File: config.mk
export PLATFORM = sky130hd
export DESIGN_NAME = osc_bank
export DESIGN_NICKNAME = d
export VERILOG_FILES = /design/src/rtl/osc_pkg.sv /design/src/rtl/osc_wave.sv /design/src/rtl/osc_bank.sv
export SDC_FILE = /design/constraint.sdc
export NUM_CORES = 1
export LEC_CHECK = 0
export ABC_AREA = 1
export CORE_ASPECT_RATIO = 1.75
export CORE_MARGIN = 2
export CORE_UTILIZATION = 60
export DETAILED_ROUTE_END_ITERATION = 8
export PLACE_DENSITY = 0.78
export SLEW_MARGIN = 15
export SYNTH_ARGS = -nofsm -noshare
export SYNTH_HDL_FRONTEND = slang
export SYNTH_SLANG_ARGS = --single-unit
File: constraint.sdc
create_clock -name clk -period 6.15 [get_ports clk]
set_clock_uncertainty 0.2 [all_clocks]
set_input_delay 1.5375 -clock clk [delete_from_list [all_inputs] [get_ports clk]]
set_output_delay 1.5375 -clock clk [all_outputs]
set_load 0.05 [all_outputs]
File: src/rtl/osc_pkg.sv
// Shared codes for the time-multiplexed oscillator bank: waveform select,
// configuration register map and sweep FSM states.
package osc_pkg;

  typedef enum logic [1:0] {
    SAW   = 2'd0,
    TRI   = 2'd1,
    PULSE = 2'd2,
    SUB   = 2'd3
  } wave_t;

  typedef enum logic [1:0] {
    CFG_INC   = 2'd0,
    CFG_CTRL  = 2'd1,
    CFG_PW    = 2'd2,
    CFG_PHASE = 2'd3
  } cfg_addr_t;

  typedef enum logic {
    ST_IDLE = 1'b0,
    ST_RUN  = 1'b1
  } state_t;

  localparam int CFG_DATA_W = 16;

  // Control word layout: [1:0] waveform, [2] hard-sync enable.
  function automatic wave_t ctrl_wave(input logic [CFG_DATA_W-1:0] data);
    return wave_t'(data[1:0]);
  endfunction

  function automatic logic ctrl_sync(input logic [CFG_DATA_W-1:0] data);
    return data[2];
  endfunction

endpackage

File: src/rtl/osc_wave.sv
// Combinational waveform shaper: turns one voice's accumulator, sub-oscillator
// bit, waveform select and pulse width into an unsigned output sample.
module osc_wave
  import osc_pkg::*;
#(
  parameter int BITDEPTH    = 14,
  parameter int BITFRACTION = 6
) (
  input  logic [BITDEPTH+BITFRACTION-1:0] acc,
  input  logic                            sub,
  input  wave_t                           wave,
  input  logic [BITDEPTH-1:0]             pw,
  output logic [BITDEPTH-1:0]             sample
);

  localparam int ACCW   = BITDEPTH + BITFRACTION;
  localparam int TOPBIT = ACCW - 1;

  logic [BITDEPTH-1:0] phase;
  logic [BITDEPTH-1:0] tri_base;
  logic [BITDEPTH-1:0] tri_val;
  logic [BITDEPTH-1:0] pulse_val;
  logic                acc_unused;

  assign phase      = acc[TOPBIT -: BITDEPTH];
  // Triangle folds the lower half-period: one bit finer than the saw phase.
  assign tri_base   = acc[TOPBIT-1 -: BITDEPTH];
  assign tri_val    = acc[TOPBIT] ? ~tri_base : tri_base;
  assign pulse_val  = (phase < pw) ? '1 : '0;
  assign acc_unused = ^acc;

  always_comb begin
    sample = phase;
    case (wave)
      SAW:     sample = phase;
      TRI:     sample = tri_val;
      PULSE:   sample = pulse_val;
      SUB:     sample = sub ? pulse_val : ~pulse_val;
      default: sample = phase;
    endcase
  end

endmodule

File: src/rtl/osc_bank.sv
// Time-multiplexed oscillator bank: one shared accumulator datapath visits
// every voice in ascending order once per sample_tick, one voice per clock.
module osc_bank
  import osc_pkg::*;
#(
  parameter int VOICES      = 4,
  parameter int BITDEPTH    = 14,
  parameter int BITFRACTION = 6,
  parameter int INCWIDTH    = 16
) (
  input  logic                       clk,
  input  logic                       rst_n,
  input  logic                       sample_tick,
  input  logic                       cfg_we,
  input  logic [$clog2(VOICES)-1:0]  cfg_voice,
  input  logic [1:0]                 cfg_addr,
  input  logic [15:0]                cfg_wdata,
  output logic                       busy,
  output logic                       out_valid,
  output logic [$clog2(VOICES)-1:0]  out_voice,
  output logic [BITDEPTH-1:0]        out_sample,
  output logic                       overrun
);

  localparam int VW   = $clog2(VOICES);
  localparam int ACCW = BITDEPTH + BITFRACTION;

  localparam logic [BITDEPTH-1:0] SAMPLE_RST = {1'b0, {(BITDEPTH-1){1'b1}}};
  localparam logic [BITDEPTH-1:0] PW_RST     = BITDEPTH'(2 ** (BITDEPTH - 4));

  // Sweep control
  state_t          state_reg, state_next;
  logic [VW-1:0]   voice_reg, voice_next;
  logic            run;
  logic            last_voice;

  assign run        = (state_reg == ST_RUN);
  assign last_voice = (voice_reg == VW'(VOICES - 1));

  always_ff @(posedge clk or negedge rst_n) begin
    if (!rst_n) begin
      state_reg <= ST_IDLE;
      voice_reg <= '0;
    end else begin
      state_reg <= state_next;
      voice_reg <= voice_next;
    end
  end

  always_comb begin
    state_next = state_reg;
    voice_next = voice_reg;
    busy       = 1'b0;
    case (state_reg)
      ST_IDLE: begin
        if (sample_tick) begin
          state_next = ST_RUN;
          voice_next = '0;
        end
      end
      ST_RUN: begin
        busy = 1'b1;
        if (last_voice) begin
          state_next = ST_IDLE;
          voice_next = '0;
        end else begin
          voice_next = voice_reg + VW'(1);
        end
      end
      default: begin
        state_next = ST_IDLE;
        voice_next = '0;
      end
    endcase
  end

  // Per-voice state, flattened for the shared datapath mux
  logic [ACCW-1:0]     acc_arr   [VOICES];
  logic [INCWIDTH-1:0] inc_arr   [VOICES];
  wave_t               wave_arr  [VOICES];
  logic [BITDEPTH-1:0] pw_arr    [VOICES];
  logic [VOICES-1:0]   sub_arr;
  logic [VOICES-1:0]   sync_arr;
  logic [VOICES-1:0]   wrapped_arr;
  logic [VOICES-1:0]   wrapped_prev;

  // Shared datapath for the voice selected by voice_reg
  logic [ACCW-1:0]     cur_acc;
  logic [INCWIDTH-1:0] cur_inc;
  wave_t               cur_wave;
  logic [BITDEPTH-1:0] cur_pw;
  logic                cur_sub;
  logic [ACCW:0]       sum;
  logic                wrap;
  logic                sync_hit;
  logic [ACCW-1:0]     acc_upd;
  logic                sub_upd;
  logic                wrapped_upd;
  logic [BITDEPTH-1:0] cur_sample;

  assign cur_acc  = acc_arr[voice_reg];
  assign cur_inc  = inc_arr[voice_reg];
  assign cur_wave = wave_arr[voice_reg];
  assign cur_pw   = pw_arr[voice_reg];
  assign cur_sub  = sub_arr[voice_reg];

  assign sum  = {1'b0, cur_acc} + (ACCW + 1)'(cur_inc);
  assign wrap = sum[ACCW];

  // The previous voice was always processed one cycle earlier in this sweep,
  // so its wrapped flag already reflects the current sweep.
  assign sync_hit    = sync_arr[voice_reg] & wrapped_prev[voice_reg];
  assign acc_upd     = sync_hit ? '0 : sum[ACCW-1:0];
  assign sub_upd     = sync_hit ? cur_sub : (cur_sub ^ wrap);
  assign wrapped_upd = sync_hit | wrap;

  osc_wave #(
    .BITDEPTH    (BITDEPTH),
    .BITFRACTION (BITFRACTION)
  ) u_wave (
    .acc    (cur_acc),
    .sub    (cur_sub),
    .wave   (cur_wave),
    .pw     (cur_pw),
    .sample (cur_sample)
  );

  // Config data zero-extended so any INCWIDTH/BITDEPTH up to 32 slices cleanly
  logic [31:0] wdata_ext;
  logic        wdata_unused;

  assign wdata_ext    = {16'd0, cfg_wdata};
  assign wdata_unused = ^wdata_ext;

  genvar gi;
  generate
    for (gi = 0; gi < VOICES; gi++) begin : g_voice
      logic [ACCW-1:0]     acc_reg;
      logic [INCWIDTH-1:0] inc_reg;
      wave_t               wave_reg;
      logic [BITDEPTH-1:0] pw_reg;
      logic                sub_reg;
      logic                sync_reg;
      logic                wrapped_reg;
      logic                proc_hit;
      logic                cfg_hit;

      assign proc_hit = run && (voice_reg == VW'(gi));
      assign cfg_hit  = cfg_we && (cfg_voice == VW'(gi));

      always_ff @(posedge clk or negedge rst_n) begin
        if (!rst_n) begin
          acc_reg     <= '0;
          inc_reg     <= '0;
          wave_reg    <= SAW;
          pw_reg      <= PW_RST;
          sub_reg     <= 1'b0;
          sync_reg    <= 1'b0;
          wrapped_reg <= 1'b0;
        end else begin
          if (proc_hit) begin
            acc_reg     <= acc_upd;
            sub_reg     <= sub_upd;
            wrapped_reg <= wrapped_upd;
          end
          // Placed after the datapath update so a coinciding phase reset wins
          if (cfg_hit) begin
            case (cfg_addr_t'(cfg_addr))
              CFG_INC:   inc_reg <= wdata_ext[INCWIDTH-1:0];
              CFG_CTRL: begin
                wave_reg <= ctrl_wave(cfg_wdata);
                sync_reg <= ctrl_sync(cfg_wdata);
              end
              CFG_PW:    pw_reg <= wdata_ext[BITDEPTH-1:0];
              CFG_PHASE: begin
                acc_reg <= '0;
                sub_reg <= 1'b0;
              end
              default: ;
            endcase
          end
        end
      end

      assign acc_arr[gi]     = acc_reg;
      assign inc_arr[gi]     = inc_reg;
      assign wave_arr[gi]    = wave_reg;
      assign pw_arr[gi]      = pw_reg;
      assign sub_arr[gi]     = sub_reg;
      assign sync_arr[gi]    = sync_reg;
      assign wrapped_arr[gi] = wrapped_reg;

      // Voice 0 has no predecessor, which makes its sync_en inert
      if (gi == 0) begin : g_first
        assign wrapped_prev[gi] = 1'b0;
      end else begin : g_rest
        assign wrapped_prev[gi] = wrapped_arr[gi-1];
      end
    end
  endgenerate

  // Output stream and sticky overrun
  logic                out_valid_reg;
  logic [VW-1:0]       out_voice_reg;
  logic [BITDEPTH-1:0] out_sample_reg;
  logic                overrun_reg;

  always_ff @(posedge clk or negedge rst_n) begin
    if (!rst_n) begin
      out_valid_reg  <= 1'b0;
      out_voice_reg  <= '0;
      out_sample_reg <= SAMPLE_RST;
      overrun_reg    <= 1'b0;
    end else begin
      out_valid_reg <= run;
      if (run) begin
        out_voice_reg  <= voice_reg;
        out_sample_reg <= cur_sample;
      end
      if (sample_tick && run) begin
        overrun_reg <= 1'b1;
      end
    end
  end

  assign out_valid  = out_valid_reg;
  assign out_voice  = out_voice_reg;
  assign out_sample = out_sample_reg;
  assign overrun    = overrun_reg;

endmodule

=== After elaboration in Yosys (flattened, before gate mapping) ===
Cells that the tools add are included.
W data, S select, Z words.

* Output and inout bits: 19
* Flip-flop bits (word level): 240

* Reduce and logical (&&, ||, !) cells: 25
* Add/sub/neg operators: 2
* Order comparisons: 3
* Bitwise operators: 7
* Multiplexer cells: 55
* Eq/ne operators: 13

{| class="wikitable"
|+ Operator list
! kind !! number
|-
| $mux W20 || 15
|-
| $mux W14 || 5
|-
| $pmux W14 S4 || 1
|-
| $bmux W20 S2 || 1
|-
| $bmux W16 S2 || 1
|-
| $mux W16 || 2
|-
| $bmux W14 S2 || 1
|-
| $not A14 Y14 || 2
|-
| $reduce_and A2 Y1 || 12
|-
| $add A20 B16 Y21 || 1
|-
| $mux W1 || 19
|-
| $eq A2 B2 Y1 const B || 8
|-
| $lt A14 B14 Y1 || 1
|-
| $logic_and A1 B1 Y1 || 9
|-
| $eq A2 B1 Y1 const B || 4
|-
| $logic_not A2 Y1 || 4
|-
| $mux W2 || 4
|-
| $bmux W1 S2 || 3
|-
| $bmux W2 S2 || 1
|-
| $pmux W2 S2 || 1
|-
| $ge A3 B3 Y1 const B || 1
|-
| $lt A2 B3 Y1 const B || 1
|-
| $not A2 Y3 || 1
|-
| $add A2 B1 Y2 const B || 1
|-
| 6 further kinds || 6
|}

=== Depth between registers and ports, before layout ===
Gate-level depths: netlist of the first run.

* Word-level depth: 10
* Gate-level depth with buffers: 21
* Mapped depth without buffers: 18

=== Cells and area by module ===
From an unflattened synthesis of the first run, not the netlist that was laid out.

* Cell total of the unflattened synthesis: 1,582
* Area, all modules: 12,443.2 um2

{| class="wikitable"
|+ By module, submodules not included
! module !! instances !! area each (um2) !! cells an instance
|-
| osc_bank || 1 || 11,628.7 || 1,438
|-
| osc_wave || 1 || 814.5 || 144
|}

=== Least setup slack after synthesis of the first run ===
OpenSTA, ideal clock, no wires.

* Path kind: register to register
* Start: reg voice_reg[0]
* End: reg g_voice[0].sub_reg
* Path slack: 2.800 ns
* Setup time: 0.118 ns
* Buffers on the path: 5
* Cell stages (with the launch flop): 21
* Period minus slack after synthesis: 3.350 ns
* Arrival time: 3.032 ns
* Required time: 5.832 ns
* Cell sequence: dfrtp_1 buf_6 inv_6 buf_8 buf_2 clkbuf_1 clkbuf_1 nor2_1 o22ai_1 fa_1 nand3_1 nand2_1 a21oi_1 o21ai_0 nand2_1 nand2_1 nand3_1 nand2_2 nand2_1 o21bai_1 inv_1

* Word-level cells in the longest chain between the ends: 10
* Elaborated cells between the ends (all ways): 22

{| class="wikitable"
|+ RTL lines
! item !! RTL line !! text
|-
| start, declared || osc_bank.sv:33 || <nowiki>logic [VW-1:0] voice_reg, voice_next;</nowiki>
|-
| start signal, assigned || osc_bank.sv:46 || <nowiki>voice_reg <= voice_next;</nowiki>
|-
| $not A2 Y3 (implied by the code) || osc_bank.sv:101, osc_bank.sv:102 ||
|-
| $bmux W20 S2 / $bmux W16 S2 (equally long branches) || osc_bank.sv:101, osc_bank.sv:102 ||
|-
| $mux W20 (implied by the code) / $mux W16 (equally long branches) (2 in a row) || osc_bank.sv:101, osc_bank.sv:102 ||
|-
| $add A20 B16 Y21 || osc_bank.sv:107 || <nowiki>assign sum = {1'b0, cur_acc} + (ACCW + 1)'(cur_inc);</nowiki>
|-
| $xor A1 B1 Y1 || osc_bank.sv:114 || <nowiki>assign sub_upd = sync_hit ? cur_sub : (cur_sub ^ wrap);</nowiki>
|-
| $mux W1 || osc_bank.sv:114 ||
|-
| $mux W1 (*) || osc_bank.sv:161 || <nowiki>if (proc_hit) begin</nowiki>
|-
| $mux W1 || osc_bank.sv:168 || <nowiki>case (cfg_addr_t'(cfg_addr))</nowiki>
|-
| $mux W1 (*) || osc_bank.sv:167 || <nowiki>if (cfg_hit) begin</nowiki>
|-
| end signal, assigned || osc_bank.sv:163 || <nowiki>sub_reg <= sub_upd;</nowiki>
|-
| end, declared || osc_bank.sv:142 || <nowiki>logic sub_reg;</nowiki>
|}

Every way passes the cells marked *; elsewhere a longest branch is shown, timed or not. The select of a mux whose other input is x is not followed.
A chain may end at the register's enable or synchronous reset.

=== Worst setup path after layout of the first run ===
* Start: reg voice_reg[0]
* End: reg g_voice[1].acc_reg[16]

* Word-level cells in the longest chain between the ends: 9
* Elaborated cells between the ends (all ways): 19

{| class="wikitable"
|+ RTL lines
! item !! RTL line !! text
|-
| $not A2 Y3 (implied by the code) || osc_bank.sv:101, osc_bank.sv:102 ||
|-
| $bmux W20 S2 / $bmux W16 S2 (equally long branches) || osc_bank.sv:101, osc_bank.sv:102 ||
|-
| $mux W20 (implied by the code) / $mux W16 (equally long branches) (2 in a row) || osc_bank.sv:101, osc_bank.sv:102 ||
|-
| $add A20 B16 Y21 || osc_bank.sv:107 ||
|-
| $mux W20 || osc_bank.sv:113 || <nowiki>assign acc_upd = sync_hit ? '0 : sum[ACCW-1:0];</nowiki>
|-
| $mux W20 (*) || osc_bank.sv:161 ||
|-
| $mux W20 || osc_bank.sv:168 ||
|-
| $mux W20 (*) || osc_bank.sv:167 ||
|-
| end signal, assigned || osc_bank.sv:162 || <nowiki>acc_reg <= acc_upd;</nowiki>
|-
| end, declared || osc_bank.sv:138 || <nowiki>logic [ACCW-1:0] acc_reg;</nowiki>
|}

Marked as above.

==> reports/summary.md, run 1 <==
## Synthesis
• 0 — Warnings, synthesis
• 3.66% — arithmetic-cell share of the synthesized area counting full adders, half adders and majority gates
• 1530 — Post-Synthesis Cells
• 7.97 um^2 — average instance area after synthesis
• 100% — FFs w/ async S/R, synth
• 49.3% — portion of the post-synthesis area used by sequential elements
• 1589 — Mapped Nets
• 44 — Unique masters post-synth
• 0 — EDFF count, synth
• compound AO/OA/AOI/OAI gates — largest family of logic cells by synthesized area
• 18.1% — share of synthesized cell area in and, or, nand and nor gates
• 0.0122 mm^2 — Mapped Area
• 0% — multiplexer fraction of the synthesized cell area
• 22.2% — synthesized-area fraction occupied by ao, oa, aoi and oai cells
• 0% — area share of xor/xnor cells in the synthesized design
• 239 — number of synthesized register bits
• dfrtp_1 — dominant register cell in the synthesized netlist

## Route
• 0 — number of remaining DRC errors
• 7 — TritonRoute pass-1 iters
• 750 — count of routing violations after the opening detailed-route iteration
• 10600 — number of vias in the routed layout
• 5.94 — average via count per standard cell
• 32100 um — Detailed Route WL
• 18.0 um — detailed-route wire length per cell
• 0 — antenna violation net count after detailed routing

## Cells and area
• 7.16% — share of final-layout standard cells stronger than drive strength 1
• 0.00537 mm^2 — area occupied by multi-input gates
• nand2_1, o21ai_0, dfrtp_1 — highest-count cells in the layout ignoring fill and taps
• 1580 — number of nets in the finished design
• 1725 — number of inserted filler cells in the final layout
• 0.00601 mm^2 — area occupied by registers
• nand2_1 — commonest non-fill, non-tap cell in the layout
• 0 — Antenna diodes
• 10.1% — area added between synthesis and finish
• 1784 — non-filler cells in the finished layout
• 80 — flip-flop count of the largest register, all copies and words added

## Setup path
• 6.34 ns — Worst Path Required
• flop to flop — Crit Path Category
• flop — endpoint kind of the worst setup timing path
• inv_6 > o21ai_0 > o22ai_1 > ha_1 > a21o_1 > a21oi_1 > o21ai_0 > nand2_1 > nand2_1 > o21ai_0 > a21oi_1 — CP Cell Sequence
• 0.64 ns — CP max stage delay
• 96 — CP max FO
• flop — nature of the critical path startpoint
• 4.45 ns — WP data arrival
• dfrtp_4 — slowest cell on the critical path
• o21ai_0 — cell seen most often among critical-path stages

## Global route
• 0 — antenna violations before repair
• 136 — maximum number of pins on one net before global-route repair
• 0 — global-route congestion overflow total
• 30.3% — total routing resource utilization after global routing
• 52500 um — global-route wire length before repair
• 10300 — vias in the first global route

## Timing
• 4.26 ns — time the final worst path needs with I/O delays and setup
• 29.4% — worst slew slack as a fraction of its limit
• 0 — hold violation count in the final report
• 1.06 ns — transition at the pin with the smallest max-transition slack
• 0 — final setup fails
• 0 ns — setup TNS
• 0.266 ns — final worst hold slack
• false — unrepaired setup endpoints after global routing
• 0 — Slew Limit Fails
• 235 MHz — top achievable clock speed
• 69.2% — fin crit share

## CTS
• 239 — Sinks on Clock Net
• 0.53 ns — clock latency on the worst-skew pair
• 23 — number of clock buffers inserted by TritonCTS
• built — clock tree from TritonCTS
• 3 — Clock Tree Buf Depth
• 0 — post-CTS setup buffer count
• 0.07 ns — clock-pin slew on the worst setup and hold paths
• 0 — post-cts gate resize count
• 1 — CTS H-tree lvls
• 0 — number of hold buffers added after cts
• clkbuf_16 — clock tree root driver cell

## Worst hold path
• flop to flop — worst min path class

## Floorplanning
• 0.0215 mm^2 — die footprint
• 69 — number of rows created at floorplan
• 60.6% — starting density of the core
• 193 um — Die Y-Extent
• 43 — Ports
• 0.0201 mm^2 — standard cell core area
• 112 um — Die Wd

## Outcome
• complete, no violations — status

## Placed design
• 1743 — post-placement cell count
• 0.954 — last weighted congestion value of the routability-driven placer
• 42 — quantity of I/O buffers inserted on ports
• 21000 um — DP HPWL

## Run
• 0 — maxcap violations

-- synth_stat cells, types with 2 or more instances --
master    number  area, um^2
o21ai_0      312        1560
buf_6          3        33.8
o21bai_1       2        15.0
dfstp_2       17         447
a32oi_1       10        87.6
buf_2         13        65.1
nor3_1         4        20.0
dfrtp_1      222        5560
o31ai_1        2        15.0
buf_8          2        30.0
nor2_1       103         387
or2_2         18         113
a32oi_2        3        48.8
buf_4          2        15.0
clkbuf_1      70         263
nand3_1       45         225
inv_2          7        26.3
a21oi_1      137         686
nor2_2         3        18.8
a21boi_0       7        52.6
inv_1         99         372
buf_1          2        7.51
o22ai_1       23         144
nand2_2        4        25.0
ha_1          34         425
nand2_1      366        1370
a31oi_1        3        18.8
-- cell type report --
class                           count  share of cell area, %
Clock buffer                       34                   5.04
Clock inverter                      6                  0.690
Inverter                          108                   3.06
Multi-Input combinational cell   1091                   40.0
Sequential cell                   239                   44.7
Tap cell                          248                   2.31
Timing Repair Buffer               58                   4.12
-- layer usage --
metal | vias to the layer above | GRT usage (%) | wire (um)
met1 | 5044 | 37.8 | 12700
met3 | 95 | 3.20 | 1810
li1 | 5077 | - | -
met2 | 379 | 52.3 | 16000
met5 | - | 0 | 0
met4 | 0 | 15.7 | 1550
-- logic make-up after synthesis --
| kind of cell | count (synthesis) |
|---|---|
| buf+inv | 200 |
| fa+ha+maj | 35 |
| compound gates | 507 |
| simple gates | 549 |
| flops | 239 |
-- path summary, 6_finish.rpt --
| kind | startpoint | to | slack (ns) | cells after the start |
|---|---|---|---|---|
| setup / recovery | voice_reg[0]$_DFFE_PN0P_ | g_voice[1].acc_reg[16]$_DFF_PN0_ | 1.89 | 11 |
| hold / removal | out_sample[9]$_DFFE_PN1P_ | out_sample[9]$_DFFE_PN1P_ | 0.27 | 2 |
| setup reg to reg | voice_reg[0]$_DFFE_PN0P_ | g_voice[1].acc_reg[16]$_DFF_PN0_ | 1.89 | 11 |
| hold reg to reg | out_sample[9]$_DFFE_PN1P_ | out_sample[9]$_DFFE_PN1P_ | 0.27 | 2 |
| max in group asynchronous | rst_n | g_voice[0].pw_reg[10]$_DFFE_PN1P_ | 3.64 | 2 |
| min in group asynchronous | rst_n | g_voice[3].acc_reg[0]$_DFF_PN0_ | 0.89 | 1 |
-- critical path: cells and delay by family (launching register included) --
kind	cells	cell delay, ns
buf+inv	1	0.56
fa+ha+maj	1	0.40
compound gates	7	1.97
simple gates	2	0.29
flops	1	0.64
-- stage by stage --
stage	util, %	area (um^2)	setup slack, ns
after floorplan	-	12200	2.80
after global placement	62.8	12600	2.15
after detailed placement	62.8	12600	2.06
after CTS	66.6	13400	2.05
after global routing	66.7	13400	1.70
final	66.7	13400	1.89
Power of run 1 is left out: the tool's default activity adds up to more than one toggle a clock period on the data nets, which glitch-free logic cannot reach.
==> run 2: changes to the inputs <==
- clock period: 6.15 -> 3.92 ns (I/O delays scaled with it)
==> run 2 against run 1 <==
Worst setup slack worse by 1.5 ns. Global-route usage increased by 0.36 points. Non-clock buffer count increased by 20. Count of clock-buffer cells in the layout down 1. Wire length increased by 0.54%. Flip-flop and latch count unchanged. Register-to-register slack lost 1.5 ns. Critical endpoint is now g_voice[2].acc_reg[15]$_DFF_PN0_.
==> reports/summary.md, run 2 (synthesized netlist as in run 1, its figures left out) <==
## Floorplanning
• 69 — number of rows created at floorplan, unchanged
• 60.6% — starting density of the core, unchanged
• 0.0215 mm^2 — die footprint, unchanged
• 193 um — Die Y-Extent, unchanged
• 43 — Ports, unchanged
• 112 um — Die Wd, unchanged
• 0.0201 mm^2 — standard cell core area, unchanged

## Global route
• met2 — busiest grt layer
• 53200 um — global-route wire length before repair, +1.4%
• 2.98% — fraction of met3 tracks used by global routing, -0.22 points
• 100 — maximum number of pins on one net before global-route repair, -26%
• 52.7% — met2 demand-to-capacity share in global routing, +0.40 points
• 30.7% — total routing resource utilization after global routing, +0.36 points
• 10500 — vias in the first global route, +1.5%
• 0 — global-route congestion overflow total, unchanged
• 0 — antenna violations before repair, unchanged
• 38.6% — GR Layer Usage met1, +0.84 points

## Setup path
• a21oi_1 — cell seen most often among critical-path stages
• 2 — buffers and inverters on the worst path, +1
• 65 — CP max FO, -32%
• compound AO/OA/AOI/OAI gates — family with the most delay on the worst path
• inv_6 > buf_12 > nand2_1 > a32oi_1 > ha_1 > a21oi_1 > o21ai_0 > a21oi_1 > nand2_1 > o21ai_0 > a21oi_1 — CP Cell Sequence
• 4.08 ns — Worst Path Required, -2.26 ns
• 3.71 ns — WP data arrival, -0.74 ns
• 0.51 ns — CP max stage delay, -0.13 ns
• flop to flop — Crit Path Category
• dfrtp_4 — slowest cell on the critical path
• flop — endpoint kind of the worst setup timing path
• flop — nature of the critical path startpoint

## CTS
• built — clock tree from TritonCTS
• clkbuf_16 — clock tree root driver cell
• 1 — CTS H-tree lvls, unchanged
• 0.06 ns — clock-pin slew on the worst setup and hold paths, about the same
• 3 — Clock Tree Buf Depth, unchanged
• 0.52 ns — clock latency on the worst-skew pair, about the same
• 0 — post-cts gate resize count, unchanged
• 0 — post-CTS setup buffer count, unchanged
• 23 — number of clock buffers inserted by TritonCTS, unchanged
• 239 — Sinks on Clock Net, unchanged
• 0 — number of hold buffers added after cts, unchanged

## Timing
• 0 ns — setup TNS, unchanged
• 29.7% — worst slew slack as a fraction of its limit, +0.27 points
• 0 — Slew Limit Fails, unchanged
• 90.5% — fin crit share, +21 points
• 0 — final setup fails, unchanged
• 3.55 ns — time the final worst path needs with I/O delays and setup, -0.709 ns
• 282 MHz — top achievable clock speed, +20%
• 0 — hold violation count in the final report, unchanged
• false — unrepaired setup endpoints after global routing
• 1.05 ns — transition at the pin with the smallest max-transition slack, -0.00153 ns

## Route
• 0 — number of remaining DRC errors, unchanged
• 5 — TritonRoute pass-1 iters, -2
• 17.9 um — detailed-route wire length per cell, -0.58%
• 709 — count of routing violations after the opening detailed-route iteration, -5.5%
• 10800 — number of vias in the routed layout, +1.7%
• 5.97 — average via count per standard cell, +0.52%
• 32200 um — Detailed Route WL, +0.54%
• 0 — antenna violation net count after detailed routing, unchanged

## Placed design
• 0.941 — last weighted congestion value of the routability-driven placer, -1.3%
• 21600 um — DP HPWL, +2.8%
• 42 — quantity of I/O buffers inserted on ports, unchanged

## Cells and area
• 1600 — number of nets in the finished design, +1.3%
• 8.35% — share of final-layout standard cells stronger than drive strength 1, +1.2 points
• 80 — flip-flop count of the largest register, all copies and words added, unchanged
• 0 — Antenna diodes, unchanged
• 12.1% — area added between synthesis and finish
• nand2_1, o21ai_0, dfrtp_1 — highest-count cells in the layout ignoring fill and taps
• nand2_1 — commonest non-fill, non-tap cell in the layout

## Outcome
• complete, no violations — status

## Run
• 0 — maxcap violations, unchanged

## Worst hold path
• flop to flop — worst min path class

-- run 2: cell count changes in the layout (fill, tap and decap cells not counted) --
cell and change:
a21oi_2 +1, a21oi_4 -1, buf_12 +7, buf_4 +14, buf_8 -1, bufinv_16 +1
clkbuf_1 -1, clkinv_2 +2, inv_6 -1, inv_8 -1, nand3_1 +1, nand3_2 -1
-- run 2: routing by layer --
metal / vias up / part of all wire [%]
li1: 5121 / -
met1: 5148 / 39
met2: 405 / 50
met3: 96 / 5.8
met4: 0 / 5.1
met5: - / 0
-- run 2: per-stage QoR --
step | hold slack [ns] | std cells | worst slack [ns] | util (%) | area, um^2
after CTS | 0.270 | 1804 | 0.474 | 67.9 | 13700
after global routing | 0.281 | 1804 | 0.109 | 67.9 | 13700
after detailed placement | 0.258 | 1764 | 0.487 | 64.0 | 12900
after global placement | 0.258 | 1764 | 0.552 | 64.0 | 12900
after floorplan | 0.248 | 1530 | 0.570 | - | 12200
final | 0.267 | 1804 | 0.373 | 67.9 | 13700
-- run 2: cell type report --
type / count / area, um^2
clock inverter: 7 / 113
clock buffer: 33 / 673
inverter: 108 / 410
timing repair buffer: 78 / 783
tap: 248 / 310
fill: 1700 / 6460
sequential: 239 / 6010
multi-input combinational: 1091 / 5360
-- run 2: worst register-to-register path, delay by kind of cell, from the launching register on --
family / cells / cell delay (ns)
buffers and inverters: 2 / 0.66
adders and majority gates: 1 / 0.35
DFF: 1 / 0.51
AOI/OAI and AO/OA: 6 / 1.48
and+or+nand+nor: 2 / 0.19
-- run 2: final timing paths --
path	start	end	slack [ns]	cells after the start
hold reg to reg	out_sample[4]$_DFFE_PN1P_	out_sample[4]$_DFFE_PN1P_	0.27	2
max in group asynchronous	rst_n	out_sample[6]$_DFFE_PN1P_	2.27	2
min in group asynchronous	rst_n	g_voice[0].acc_reg[2]$_DFF_PN0_	0.29	1
setup reg to reg	voice_reg[0]$_DFFE_PN0P_	g_voice[2].acc_reg[15]$_DFF_PN0_	0.37	11
setup / recovery	voice_reg[0]$_DFFE_PN0P_	g_voice[2].acc_reg[15]$_DFF_PN0_	0.37	11
hold / removal	out_sample[4]$_DFFE_PN1P_	out_sample[4]$_DFFE_PN1P_	0.27	2
Power of run 2 is left out for the same reason.
